File: src/rtl/alu_control_sequencer.sv
// Hardwired T0..T6 control-step generator for Mini SRC R-format ALU instructions.
// Strobes are registered decodes of the next step, so each is valid for its whole step.
module alu_control_sequencer #(
  parameter int MEM_TIMEOUT = 15
) (
  input  logic        Clock,
  input  logic        Clear,
  input  logic        Run,
  input  logic [31:0] IR,
  input  logic        MemReady,
  output logic        PCout,
  output logic        MARin,
  output logic        IncPC,
  output logic        PCin,
  output logic        Read,
  output logic        MDRin,
  output logic        MDRout,
  output logic        IRin,
  output logic        Yin,
  output logic        ZLowIn,
  output logic        ZHighIn,
  output logic        Zlowout,
  output logic        ZHighout,
  output logic        LOin,
  output logic        HIin,
  output logic [15:0] Rout,
  output logic [15:0] Rin,
  output logic [4:0]  AluOp,
  output logic        Done,
  output logic        Fault
);

  typedef enum logic [2:0] {IDLE, T0, T1, T2, T3, T4, T5, T6} state_t;

  typedef struct packed {
    logic        pc_out;
    logic        mar_in;
    logic        inc_pc;
    logic        pc_in;
    logic        read;
    logic        mdr_in;
    logic        mdr_out;
    logic        ir_in;
    logic        y_in;
    logic        zlow_in;
    logic        zhigh_in;
    logic        zlow_out;
    logic        zhigh_out;
    logic        lo_in;
    logic        hi_in;
    logic [15:0] rout;
    logic [15:0] rin;
    logic [4:0]  alu_op;
    logic        done;
  } ctrl_t;

  localparam logic [3:0] WAIT_LIMIT = 4'(MEM_TIMEOUT);

  state_t     state_reg, state_next;
  ctrl_t      ctrl_reg, ctrl_next;
  logic       fault_reg, fault_next;
  logic [3:0] wait_reg, wait_next, wait_inc;

  logic [4:0] op;
  logic [3:0] ra, rb, rc;
  logic       is_muldiv, is_legal;
  logic       unused_ir_bits;

  assign op             = IR[31:27];
  assign ra             = IR[26:23];
  assign rb             = IR[22:19];
  assign rc             = IR[18:15];
  assign unused_ir_bits = ^IR[14:0];
  assign is_muldiv      = (op == 5'b01111) || (op == 5'b10000);
  assign is_legal       = ((op >= 5'b00011) && (op <= 5'b01011)) || is_muldiv;

  always_comb begin
    state_next = state_reg;
    fault_next = fault_reg;
    wait_next  = wait_reg;
    wait_inc   = wait_reg + 4'd1;
    case (state_reg)
      IDLE: if (Run && !fault_reg) state_next = T0;
      T0: begin
        state_next = T1;
        wait_next  = '0;
      end
      T1: begin
        if (MemReady) begin
          state_next = T2;
        end else begin
          wait_next = wait_inc;
          if (wait_inc == WAIT_LIMIT) begin
            state_next = IDLE;
            fault_next = 1'b1;
          end
        end
      end
      // IR is held stable from here on, so the opcode can be judged on the way into T3
      T2: begin
        if (is_legal) begin
          state_next = T3;
        end else begin
          state_next = IDLE;
          fault_next = 1'b1;
        end
      end
      T3: state_next = T4;
      T4: state_next = T5;
      T5: begin
        if (is_muldiv) state_next = T6;
        else           state_next = Run ? T0 : IDLE;
      end
      T6:      state_next = Run ? T0 : IDLE;
      default: state_next = IDLE;
    endcase
  end

  always_comb begin
    ctrl_next = '0;
    case (state_next)
      T0: begin
        ctrl_next.pc_out  = 1'b1;
        ctrl_next.mar_in  = 1'b1;
        ctrl_next.inc_pc  = 1'b1;
        ctrl_next.zlow_in = 1'b1;
      end
      T1: begin
        ctrl_next.read   = 1'b1;
        ctrl_next.mdr_in = 1'b1;
        // PC update happens once; later wait cycles only keep the read going
        if (state_reg == T0) begin
          ctrl_next.zlow_out = 1'b1;
          ctrl_next.pc_in    = 1'b1;
        end
      end
      T2: begin
        ctrl_next.mdr_out = 1'b1;
        ctrl_next.ir_in   = 1'b1;
      end
      T3: begin
        ctrl_next.rout = 16'd1 << rb;
        ctrl_next.y_in = 1'b1;
      end
      T4: begin
        ctrl_next.rout     = 16'd1 << rc;
        ctrl_next.alu_op   = op;
        ctrl_next.zlow_in  = 1'b1;
        ctrl_next.zhigh_in = is_muldiv;
      end
      T5: begin
        ctrl_next.zlow_out = 1'b1;
        if (is_muldiv) begin
          ctrl_next.lo_in = 1'b1;
        end else begin
          ctrl_next.rin  = 16'd1 << ra;
          ctrl_next.done = 1'b1;
        end
      end
      T6: begin
        ctrl_next.zhigh_out = 1'b1;
        ctrl_next.hi_in     = 1'b1;
        ctrl_next.done      = 1'b1;
      end
      default: ;
    endcase
  end

  always_ff @(posedge Clock or negedge Clear) begin
    if (!Clear) begin
      state_reg <= IDLE;
      ctrl_reg  <= '0;
      fault_reg <= 1'b0;
      wait_reg  <= '0;
    end else begin
      state_reg <= state_next;
      ctrl_reg  <= ctrl_next;
      fault_reg <= fault_next;
      wait_reg  <= wait_next;
    end
  end

  assign PCout    = ctrl_reg.pc_out;
  assign MARin    = ctrl_reg.mar_in;
  assign IncPC    = ctrl_reg.inc_pc;
  assign PCin     = ctrl_reg.pc_in;
  assign Read     = ctrl_reg.read;
  assign MDRin    = ctrl_reg.mdr_in;
  assign MDRout   = ctrl_reg.mdr_out;
  assign IRin     = ctrl_reg.ir_in;
  assign Yin      = ctrl_reg.y_in;
  assign ZLowIn   = ctrl_reg.zlow_in;
  assign ZHighIn  = ctrl_reg.zhigh_in;
  assign Zlowout  = ctrl_reg.zlow_out;
  assign ZHighout = ctrl_reg.zhigh_out;
  assign LOin     = ctrl_reg.lo_in;
  assign HIin     = ctrl_reg.hi_in;
  assign Rout     = ctrl_reg.rout;
  assign Rin      = ctrl_reg.rin;
  assign AluOp    = ctrl_reg.alu_op;
  assign Done     = ctrl_reg.done;
  assign Fault    = fault_reg;

endmodule

File: config.mk
export PLATFORM = sky130hd
export DESIGN_NAME = alu_control_sequencer
export DESIGN_NICKNAME = d
export VERILOG_FILES = /design/src/rtl/alu_control_sequencer.sv
export SDC_FILE = /design/constraint.sdc
export NUM_CORES = 1
export LEC_CHECK = 0
export CAP_MARGIN = 20
export CELL_PAD_IN_SITES_DETAIL_PLACEMENT = 2
export CELL_PAD_IN_SITES_GLOBAL_PLACEMENT = 2
export CORE_ASPECT_RATIO = 1.25
export CORE_MARGIN = 5
export CORE_UTILIZATION = 28
export DETAILED_ROUTE_END_ITERATION = 8
export PLACE_DENSITY = 0.88
export SETUP_SLACK_MARGIN = 0.05
export SLEW_MARGIN = 15
export SYNTH_ARGS = -nofsm -noshare
export SYNTH_HDL_FRONTEND = slang
export SYNTH_SLANG_ARGS = --single-unit
File: constraint.sdc
create_clock -name Clock -period 5 [get_ports Clock]
set_input_delay 1 -clock Clock [delete_from_list [all_inputs] [get_ports Clock]]
set_output_delay 1 -clock Clock [all_outputs]
set_load 0.02 [all_outputs]
==> flow_metrics.env, run 1 <==
export IMPL_drtIter0Drc=41
export IMPL_yosys_warnings=0
export IMPL_routed_via_density=4.956
export IMPL_wl_mm=6.921
export IMPL_syn_area_per_cell_um2=10.76
export IMPL_synth_cells=222
export IMPL_synth_xor_area_frac=0
export IMPL_rsz0062_at_grt="no"
export IMPL_startpoint_type="input pin"
export IMPL_muxShareOfSynthArea=0.02619
export IMPL_post_cts_setup_buffers=0
export IMPL_cts_tree="done"
export IMPL_drv_slew=0
export IMPL_synth_top_family_by_area="simple AND/OR/NAND/NOR gates"
export IMPL_cts_sinks=56
export IMPL_root_buffer="clkbuf_8"
export IMPL_grt_max_degree=57
export IMPL_holdBufCountCts=0
export IMPL_dr_pass1_iters=3
export IMPL_io_pins=90
export IMPL_die_w_um=92.61
export IMPL_ant_nets=0
export IMPL_gr_total_overflow=0
export IMPL_cp_arrival_ps=2890
export IMPL_power_density_nw_per_um2=367.6
export IMPL_synth_simple_area_share=0.1949
export IMPL_drive_gt1_frac=0.06164
export IMPL_cts_buffers=5
export IMPL_synthFlopType="dfrtp_1"
export IMPL_port_buffers=74
export IMPL_grt_pass1_vias=2126
export IMPL_placedCellCount=381
export IMPL_synthAdderAreaFrac=0.01048
export IMPL_finish_utilization=0.3953
export IMPL_clockBufferDepth=2
export IMPL_layout_cells_non_filler=389
export IMPL_crit_path_end_kind="flop"
export IMPL_die_area_um2=10490
export IMPL_routabilityCongestion=0.7599
export IMPL_status="finished clean"
export IMPL_diodes=0
export IMPL_row_count=37
export IMPL_worst_path_max_fanout=7
export IMPL_clock_latency_ps=320
export IMPL_fmax_mhz=366.8
export IMPL_ys_seq_area_frac=0.5867
export IMPL_skew_ps=8.029
export IMPL_clk_pin_slew_worst_paths_ps=100
export IMPL_synth_edff_count=0
export IMPL_antenna_found_initial=0
export IMPL_dpl_hpwl_mm=5.183
export IMPL_synth_nets=260
export IMPL_drc=0
export IMPL_fin_crit_sh=0.5453
export IMPL_worstPathRequired_ps=5160
export IMPL_synth_seq_cells=56
export IMPL_tns_ps=0
export IMPL_syn_area_um2=2389
export IMPL_setup_viol=0
export IMPL_peakVddDrop_mv=0.1346
export IMPL_grt_pass1_wl_mm=11.50
export IMPL_hp_class="reg2reg"
export IMPL_crit_type="in2reg"
export IMPL_num_vias=1928
export IMPL_wl_per_cell_um=17.79
export IMPL_cts_resized=0
export IMPL_synthArstFlopShare=1.000
export IMPL_yosysUniqueCellTypes=50
export IMPL_initial_core_util=0.2882
export IMPL_core_area_um2=8287
export IMPL_nNetsFinal=329
export IMPL_grt_usage=0.1378
export IMPL_final_min_clock_period_ps=2727
export IMPL_htreeDepth=2
export IMPL_tightest_slew_ps=1024
export IMPL_syn_to_final_growth_pct=37.14
export IMPL_maxCapViolCount=0
export IMPL_p_leak_nw=1.402
export IMPL_synth_compound_area_frac=0.1420
export IMPL_max_slew_margin=0.3144
export IMPL_fp_dieH_um=113.3
export IMPL_hold_viol_final=0
## final timing paths
check	start	slack [ps]	to	depth (start not counted)
min in group asynchronous	Clear	790	Yin	2
min	Fault	600	Fault	1
max in group asynchronous	Clear	3710	Rout[1]	2
max	IR[31]	2270	IncPC	5
min reg2reg	Fault	600	Fault	1
max reg2reg	state_reg[2]	2310	Rout[8]	4
## layout by cell type (no fill, tap or decap), types with 2 or more instances in the layout
master,n
a21oi_1,23
a22oi_1,2
a31oi_1,2
a32o_1,2
and2_1,6
and3_1,2
clkbuf_8,5
clkdlybuf4s50_1,73
dfrtp_1,56
ha_1,2
inv_1,7
mux2_2,2
mux2i_1,4
nand2_1,15
nand2b_1,10
nand3_1,2
nand3b_1,2
nand4_1,2
nor2_1,23
nor2b_1,2
nor3_1,7
nor3b_1,2
nor4_1,2
o21a_1,2
o21ai_0,7
o2bb2ai_1,2
or4_1,2
## metrics by stage
step	hold WS [ps]	setup slack, ps	total power [mW]	area, um2
finish	597.2	2273	1.204	3276
global route	633.6	2117	1.276	3276
CTS	601.0	2270	1.217	3276
detailed placement	556.1	1959	0.9569	3184
global placement	548.8	1959	0.9374	3184
floorplan	524.5	2564	0.8044	2389
## logic make-up after synthesis
group	count (synthesis)
AOI/OAI and AO/OA	52
and+or+nand+nor	86
adders and majority gates	2
DFF	56
buffers and inverters	20
muxes	6
## final cells by class
class,instances,area (um2)
fillers,882,5011
clock buffers,5,68.82
repair buffers,75,743.2
inverters,7,26.28
multi-input cells,146,892.1
flip-flops and latches,56,1401
clock inverters,3,22.52
well taps,97,121.4
## synth_stat cells (2+ instances only)
library cell,instances,area share
nand2_1,15,0.024
clkbuf_1,4,0.0063
and2_1,6,0.016
ha_1,2,0.010
mux2i_1,4,0.017
a21oi_1,23,0.048
nor2_1,23,0.036
a32o_1,2,0.0084
dfrtp_1,56,0.59
nand2b_1,10,0.026
nand4_1,2,0.0052
or4_1,2,0.0063
buf_1,3,0.0047
a31oi_1,2,0.0052
mux2_2,2,0.0094
nand3b_1,2,0.0063
nor4_1,2,0.0052
buf_4,5,0.016
o2bb2ai_1,2,0.0073
o21a_1,2,0.0063
and3_1,2,0.0052
inv_1,7,0.011
o21ai_0,7,0.015
nand3_1,2,0.0042
nor2b_1,2,0.0052
nor3b_1,2,0.0063
a22oi_1,2,0.0063
nor3_1,7,0.015
## routing by layer
layer	vias to the layer above	track usage	wire length [um]
li1	911	-	-
met1	963	0.1616	2906
met2	44	0.2454	3608
met3	10	0.02859	293
met4	0	0.05279	113
met5	-	0	0
## critical path, cell delays in order
cell             delay [ps]
clkdlybuf4s50_1         530
or4b_4                  510
o22ai_1                 460
a32o_1                  320
a2111oi_2                70
## power breakdown
part,internal [mW],switching (mW)
clock network,0.101,0.159
registers,0.499,0.0852
logic,0.165,0.196
total,0.765,0.439
No activity file was read; power rests on OpenSTA's default activity.
==> run 2, diff against run 1 <==
- CORE_UTILIZATION: 28 -> 24
- PLACE_DENSITY: 0.88 -> 0.81
- clock period: 5 -> 2.5 ns (I/O delays scaled with it)
==> run 2 against run 1 <==
Against the previous run:
- via count is 1.9% higher
- final cell count is 9.8% higher
- largest power group unchanged
- utilization is 3.9 points lower
- flip-flop and latch count stayed put
==> flow_metrics.env, run 2 (same netlist as run 1, synthesis figures left out) <==
export IMPL_final_min_clock_period_ps=2230
export IMPL_grt_pass1_wl_mm=11.56
export IMPL_cp_slowest_stage_delay_ps=570
export IMPL_setup_viol=0
export IMPL_die_w_um=99.23
export IMPL_crit_path_end_kind="flop"
export IMPL_startpoint_type="input pin"
export IMPL_wl_met2_mm=3.851
export IMPL_drc=0
export IMPL_placedCellCount=419
export IMPL_crit_slowest_cell="or4b_4"
export IMPL_skew_ps=2.271
export IMPL_grt_max_degree=28
export IMPL_worstPathRequired_ps=2720
export IMPL_cts_tree="done"
export IMPL_wl_per_cell_um=16.24
export IMPL_wl_mm=6.935
export IMPL_nNetsFinal=338
export IMPL_row_count=40
export IMPL_clock_latency_ps=300
export IMPL_hp_class="in2async"
export IMPL_maxCapViolCount=0
export IMPL_antenna_found_initial=0
export IMPL_routabilityCongestion=0.7808
export IMPL_hold_viol_final=0
export IMPL_power_density_nw_per_um2=769.5
export IMPL_grt_usage=0.1210
export IMPL_final_cell_mix="clkdlybuf4s50_1 (73), dfrtp_1 (56), a21oi_1 (23), nor2_1 (23), nand2_1 (15)"
export IMPL_worst_path_max_fanout=8
export IMPL_post_cts_setup_buffers=0
export IMPL_status="finished clean"
export IMPL_holdBufCountCts=0
export IMPL_cp_top_family="compound AO/OA/AOI/OAI gates"
export IMPL_cp_arrival_ps=2450
export IMPL_clk_pin_slew_worst_paths_ps=70
export IMPL_fin_crit_sh=0.8918
export IMPL_routed_via_density=4.602
export IMPL_initial_core_util=0.2473
export IMPL_syn_to_final_growth_pct=44.05
export IMPL_layout_cells_non_filler=427
export IMPL_fp_dieH_um=121.5
export IMPL_rsz0062_at_grt="no"
export IMPL_highest_signal_layer="met4"
export IMPL_crit_type="in2reg"
export IMPL_total_power_mw=2.648
export IMPL_path_common_cell="a21oi_1"
export IMPL_r2r_start="state_reg[0]"
export IMPL_dpl_hpwl_mm=5.212
export IMPL_fin_area_um2=3441
export IMPL_tightest_slew_ps=755.0
export IMPL_gr_total_overflow=0
export IMPL_ant_nets=0
export IMPL_htreeDepth=2
export IMPL_grt_pass1_vias=2209
export IMPL_num_vias=1965
export IMPL_fmax_mhz=448.5
export IMPL_dr_pass1_iters=3
export IMPL_io_pins=90
export IMPL_met3_wirelength_um=301
export IMPL_drtIter0Drc=49
export IMPL_cp_cell_sequence="clkdlybuf4s50_1, or4b_4, a21oi_1, o211ai_1, a21oi_1"
export IMPL_diodes=0
export IMPL_crit_buf_inv=1
export IMPL_met1_length_mm=2.656
export IMPL_max_slew_margin=0.4944
export IMPL_cts_sinks=56
export IMPL_port_buffers=74
export IMPL_cts_resized=0
export IMPL_root_buffer="clkbuf_16"
export IMPL_drive_gt1_frac=0.08970
export IMPL_reg2reg_to="Rout[0]"
export IMPL_reg2regPathDepth=5
export IMPL_peakVddDrop_mv=0.2620
export IMPL_placed_cell_area_um2=3288
export IMPL_final_common_cell="clkdlybuf4s50_1"
export IMPL_die_area_um2=12060
export IMPL_p_leak_nw=1.470
export IMPL_clockBufferDepth=2
export IMPL_drv_slew=0
export IMPL_core_area_um2=9659
export IMPL_rrSetupSlack_ps=600
export IMPL_cts_buffers=5
## run 2: how the worst max path moves through the flow
stage | start | end | slack [ps] | cells past startpoint
floorplan | IR[28] | IncPC | 560 | 4
global route | IR[28] | Rout[9] | 170 | 5
finish | IR[28] | Rout[11] | 270 | 5
global placement | IR[28] | IncPC | 60 | 5
CTS | IR[28] | Rout[11] | 270 | 5
detailed placement | IR[28] | Rout[12] | -30 | 5
## run 2: power by group
part / internal [mW] / total (mW) / switching, mW
combinational: 0.347 / 0.787 / 0.440
sequential: 0.999 / 1.14 / 0.137
clock: 0.381 / 0.725 / 0.344
total: 1.73 / 2.65 / 0.921
## run 2: worst reg2reg max path, delay by kind of cell (launching register included)
family | cells | cell delay, ps
DFF | 1 | 650
and+or+nand+nor | 2 | 410
muxes | 1 | 360
buffers and inverters | 1 | 240
AOI/OAI and AO/OA | 1 | 160
## run 2: area by class of cell
type                    instances  area [um2]
multi-input cells             146       892.1
repair buffers                 84       810.8
clock inverters                 3       27.53
clock buffers                   5       125.1
flip-flops and latches         56        1401
fillers                      1019        6218
inverters                       7       26.28
well taps                     126       157.7
## run 2: metal layers
metal / up-vias / GRT usage
met2: 45 / 0.2303
met4: 0 / 0.04099
met1: 986 / 0.1316
li1: 926 / -
met5: - / 0
met3: 8 / 0.02520
## run 2: through the flow
| step | utilization | hold WS, ps | setup WS (ps) | TNS, ps |
|---|---|---|---|---|
| finish | 0.3562 | 205.5 | 270.5 | 0 |
| global route | 0.3562 | 242.1 | 167.6 | 0 |
| CTS | 0.3562 | 220.8 | 272.3 | 0 |
| detailed placement | 0.3404 | 524.9 | -29.18 | -94.20 |
| global placement | 0.3404 | 518.1 | 55.48 | 0 |
| floorplan | - | 204.4 | 564.1 | 0 |
==> run 3, diff against run 2 <==
- PLACE_DENSITY: 0.81 -> default
- PLACE_DENSITY_LB_ADDON: default -> 0.1
- clock period: 2.5 -> 1.9 ns (I/O delays scaled with it)
==> run 3 against run 2 <==
Against the previous run:
- worst setup slack worse by 140 ps
- total power up 37%
- via count up 1.7%
- non-clock buffer count up 14
- sequential power up 26%
- register-to-register slack worse by 470 ps
- hold slack worse by 120 ps
- critical path depth unchanged
- final cell count up 3.3%
==> flow_metrics.env, run 3 (same netlist as run 1, synthesis figures left out) <==
export IMPL_switchingPower_mw=1.208
export IMPL_whs_ps=85.79
export IMPL_routed_via_density=4.533
export IMPL_fin_ws_ps=130.0
export IMPL_grt_pass1_wl_mm=11.39
export IMPL_num_vias=1999
export IMPL_reg2reg_to="IncPC"
export IMPL_wl_mm=6.881
export IMPL_tns_ps=0
export IMPL_grt_met2_usage=0.2088
export IMPL_cp_slowest_stage_delay_ps=450
export IMPL_routabilityCongestion=0.7089
export IMPL_grt_usage=0.1169
export IMPL_drc=0
export IMPL_wl_per_cell_um=15.60
export IMPL_comb_power_share=0.341
export IMPL_hold_viol_final=0
export IMPL_power_frac_seq=0.398
export IMPL_setup_viol=0
export IMPL_peakVddDrop_mv=0.4681
export IMPL_htreeDepth=2
export IMPL_dr_pass1_iters=3
export IMPL_clockBufferDepth=2
export IMPL_tightest_slew_ps=345.5
export IMPL_p_clk_frac=0.260
export IMPL_cts_buffers=5
export IMPL_worst_path_max_fanout=7
export IMPL_maxCapViolCount=0
export IMPL_drv_slew=0
export IMPL_grt_pass1_vias=2192
export IMPL_p_leak_nw=1.558
export IMPL_dp_slack_ps=-414.2
export IMPL_diodes=0
export IMPL_ant_nets=0
export IMPL_port_buffers=74
export IMPL_final_min_clock_period_ps=1770
export IMPL_r2r_start="wait_reg[1]"
export IMPL_nNetsFinal=352
export IMPL_die_w_um=99.23
export IMPL_syn_to_final_growth_pct=51.13
export IMPL_crit_buf_inv=0
export IMPL_hp_class="in2async"
export IMPL_core_area_um2=9659
export IMPL_grt_max_degree=57
export IMPL_power_density_nw_per_um2=1003
export IMPL_crit_type="reg2reg"
export IMPL_dpl_hpwl_mm=5.244
export IMPL_cp_top_family="compound AO/OA/AOI/OAI gates"
export IMPL_startpoint_type="flop"
export IMPL_switching_share=0.3337
export IMPL_clock_latency_ps=290
export IMPL_max_slew_margin=0.7631
export IMPL_rsz0062_at_grt="yes"
export IMPL_initial_core_util=0.2473
export IMPL_cp_arrival_ps=1960
export IMPL_clk_pin_slew_worst_paths_ps=70
export IMPL_crit_path_end_kind="flop"
export IMPL_crit_slowest_cell="dfrtp_2"
export IMPL_use_met1=0.1456
export IMPL_rrSetupSlack_ps=130
export IMPL_io_pins=90
export IMPL_cts_tree="done"
export IMPL_die_area_um2=12060
export IMPL_status="finished clean"
export IMPL_final_cell_mix="clkdlybuf4s50_1 (69), dfrtp_1 (55), nor2_1 (23), buf_4 (23), a21oi_1 (19)"
export IMPL_root_buffer="clkbuf_16"
export IMPL_use_met3=0.02119
export IMPL_skew_ps=6.665
export IMPL_fp_dieH_um=121.5
export IMPL_p_int_mw=2.412
export IMPL_reg2regPathDepth=5
export IMPL_gr_total_overflow=0
export IMPL_worstPathRequired_ps=2090
export IMPL_cp_cell_sequence="ha_1, nor4bb_2, o21ai_1, a32o_2, a2111oi_4"
export IMPL_cts_sinks=56
export IMPL_drive_gt1_frac=0.1683
export IMPL_grt_busiest_layer="met2"
export IMPL_final_common_cell="clkdlybuf4s50_1"
export IMPL_row_count=40
export IMPL_drtIter0Drc=17
export IMPL_antenna_found_initial=0
export IMPL_fmax_mhz=565.0
export IMPL_fin_crit_sh=0.9316
==> run 3: changes by cell type in the layout (fill, tap and decap cells not counted), moves of 2 or more <==
cell	before	now
a21oi_2	0	4
o21ai_0	7	5
a32o_2	0	2
a21oi_1	23	19
dlygate4sd2_1	0	4
clkdlybuf4s50_1	73	69
buf_4	10	23
a32o_1	2	0
==> run 3: what timing repair did <==
item / 4_1_cts / 5_1_grt
endpoints found under the setup margin: 30 / 9
pin swaps: 7 / 0
resized for setup: 13 / 6
hold buffers: 0 / 0
gates cloned: 0 / 0
buffers inserted: 0 / 0
==> run 3: how the worst max path moves through the flow <==
stage | from | to | slack [ps] | cells past startpoint
after global routing | wait_reg[1] | IncPC | 4 | 5
after CTS | wait_reg[1] | IncPC | 20 | 5
after detailed placement | IR[28] | IncPC | -410 | 5
after global placement | IR[28] | IncPC | -370 | 5
final | wait_reg[1] | IncPC | 130 | 5
after floorplan | IR[28] | IncPC | 80 | 4
==> run 3: cell type report <==
cell class / instances / area, um2
Clock buffer: 6 / 138.9
Sequential cell: 56 / 1403
Timing Repair Buffer: 98 / 923.4
Fill cell: 1040 / 6050
Tap cell: 126 / 157.7
Clock inverter: 2 / 15.01
Multi-Input combinational cell: 146 / 945.9
Inverter: 7 / 26.28
==> run 3: worst reg2reg max path: stages, from the launching register on <==
cell	delay [ps]
dfrtp_2	450
ha_1	230
nor4bb_2	270
o21ai_1	130
a32o_2	270
a2111oi_4	320
==> run 3: through the flow <==
| stage | utilization | power, mW | cell area, um2 | std cells |
|---|---|---|---|---|
| 4_1_cts | 0.3715 | 3.691 | 3588 | 441 |
| 3_5_place_dp | 0.3526 | 2.680 | 3406 | 433 |
| 3_3_place_gp | 0.3526 | 2.643 | 3406 | 433 |
| 2_1_floorplan | - | 2.117 | 2389 | 222 |
| 6_report | 0.3737 | 3.620 | 3610 | 441 |
| 5_1_grt | 0.3737 | 3.861 | 3610 | 441 |
==> run 3: per-layer routing <==
layer  routed length (um)  vias to the layer above  part of all wire
met4                   58                        0            0.0084
met1                 2925                     1001              0.43
li1                     -                      952                 -
met5                    0                        -                 0
met2                 3613                       41              0.53
met3                  284                        5             0.041
==> run 3: power groups by stage <==
stage          clock network [mW]  logic [mW]  registers, mW
2_1_floorplan                   0       0.610           1.51
3_3_place_gp                    0        1.18           1.46
3_5_place_dp                    0        1.22           1.46
4_1_cts                     0.991        1.26           1.44
5_1_grt                      1.04        1.35           1.47
6_report                    0.942        1.24           1.44
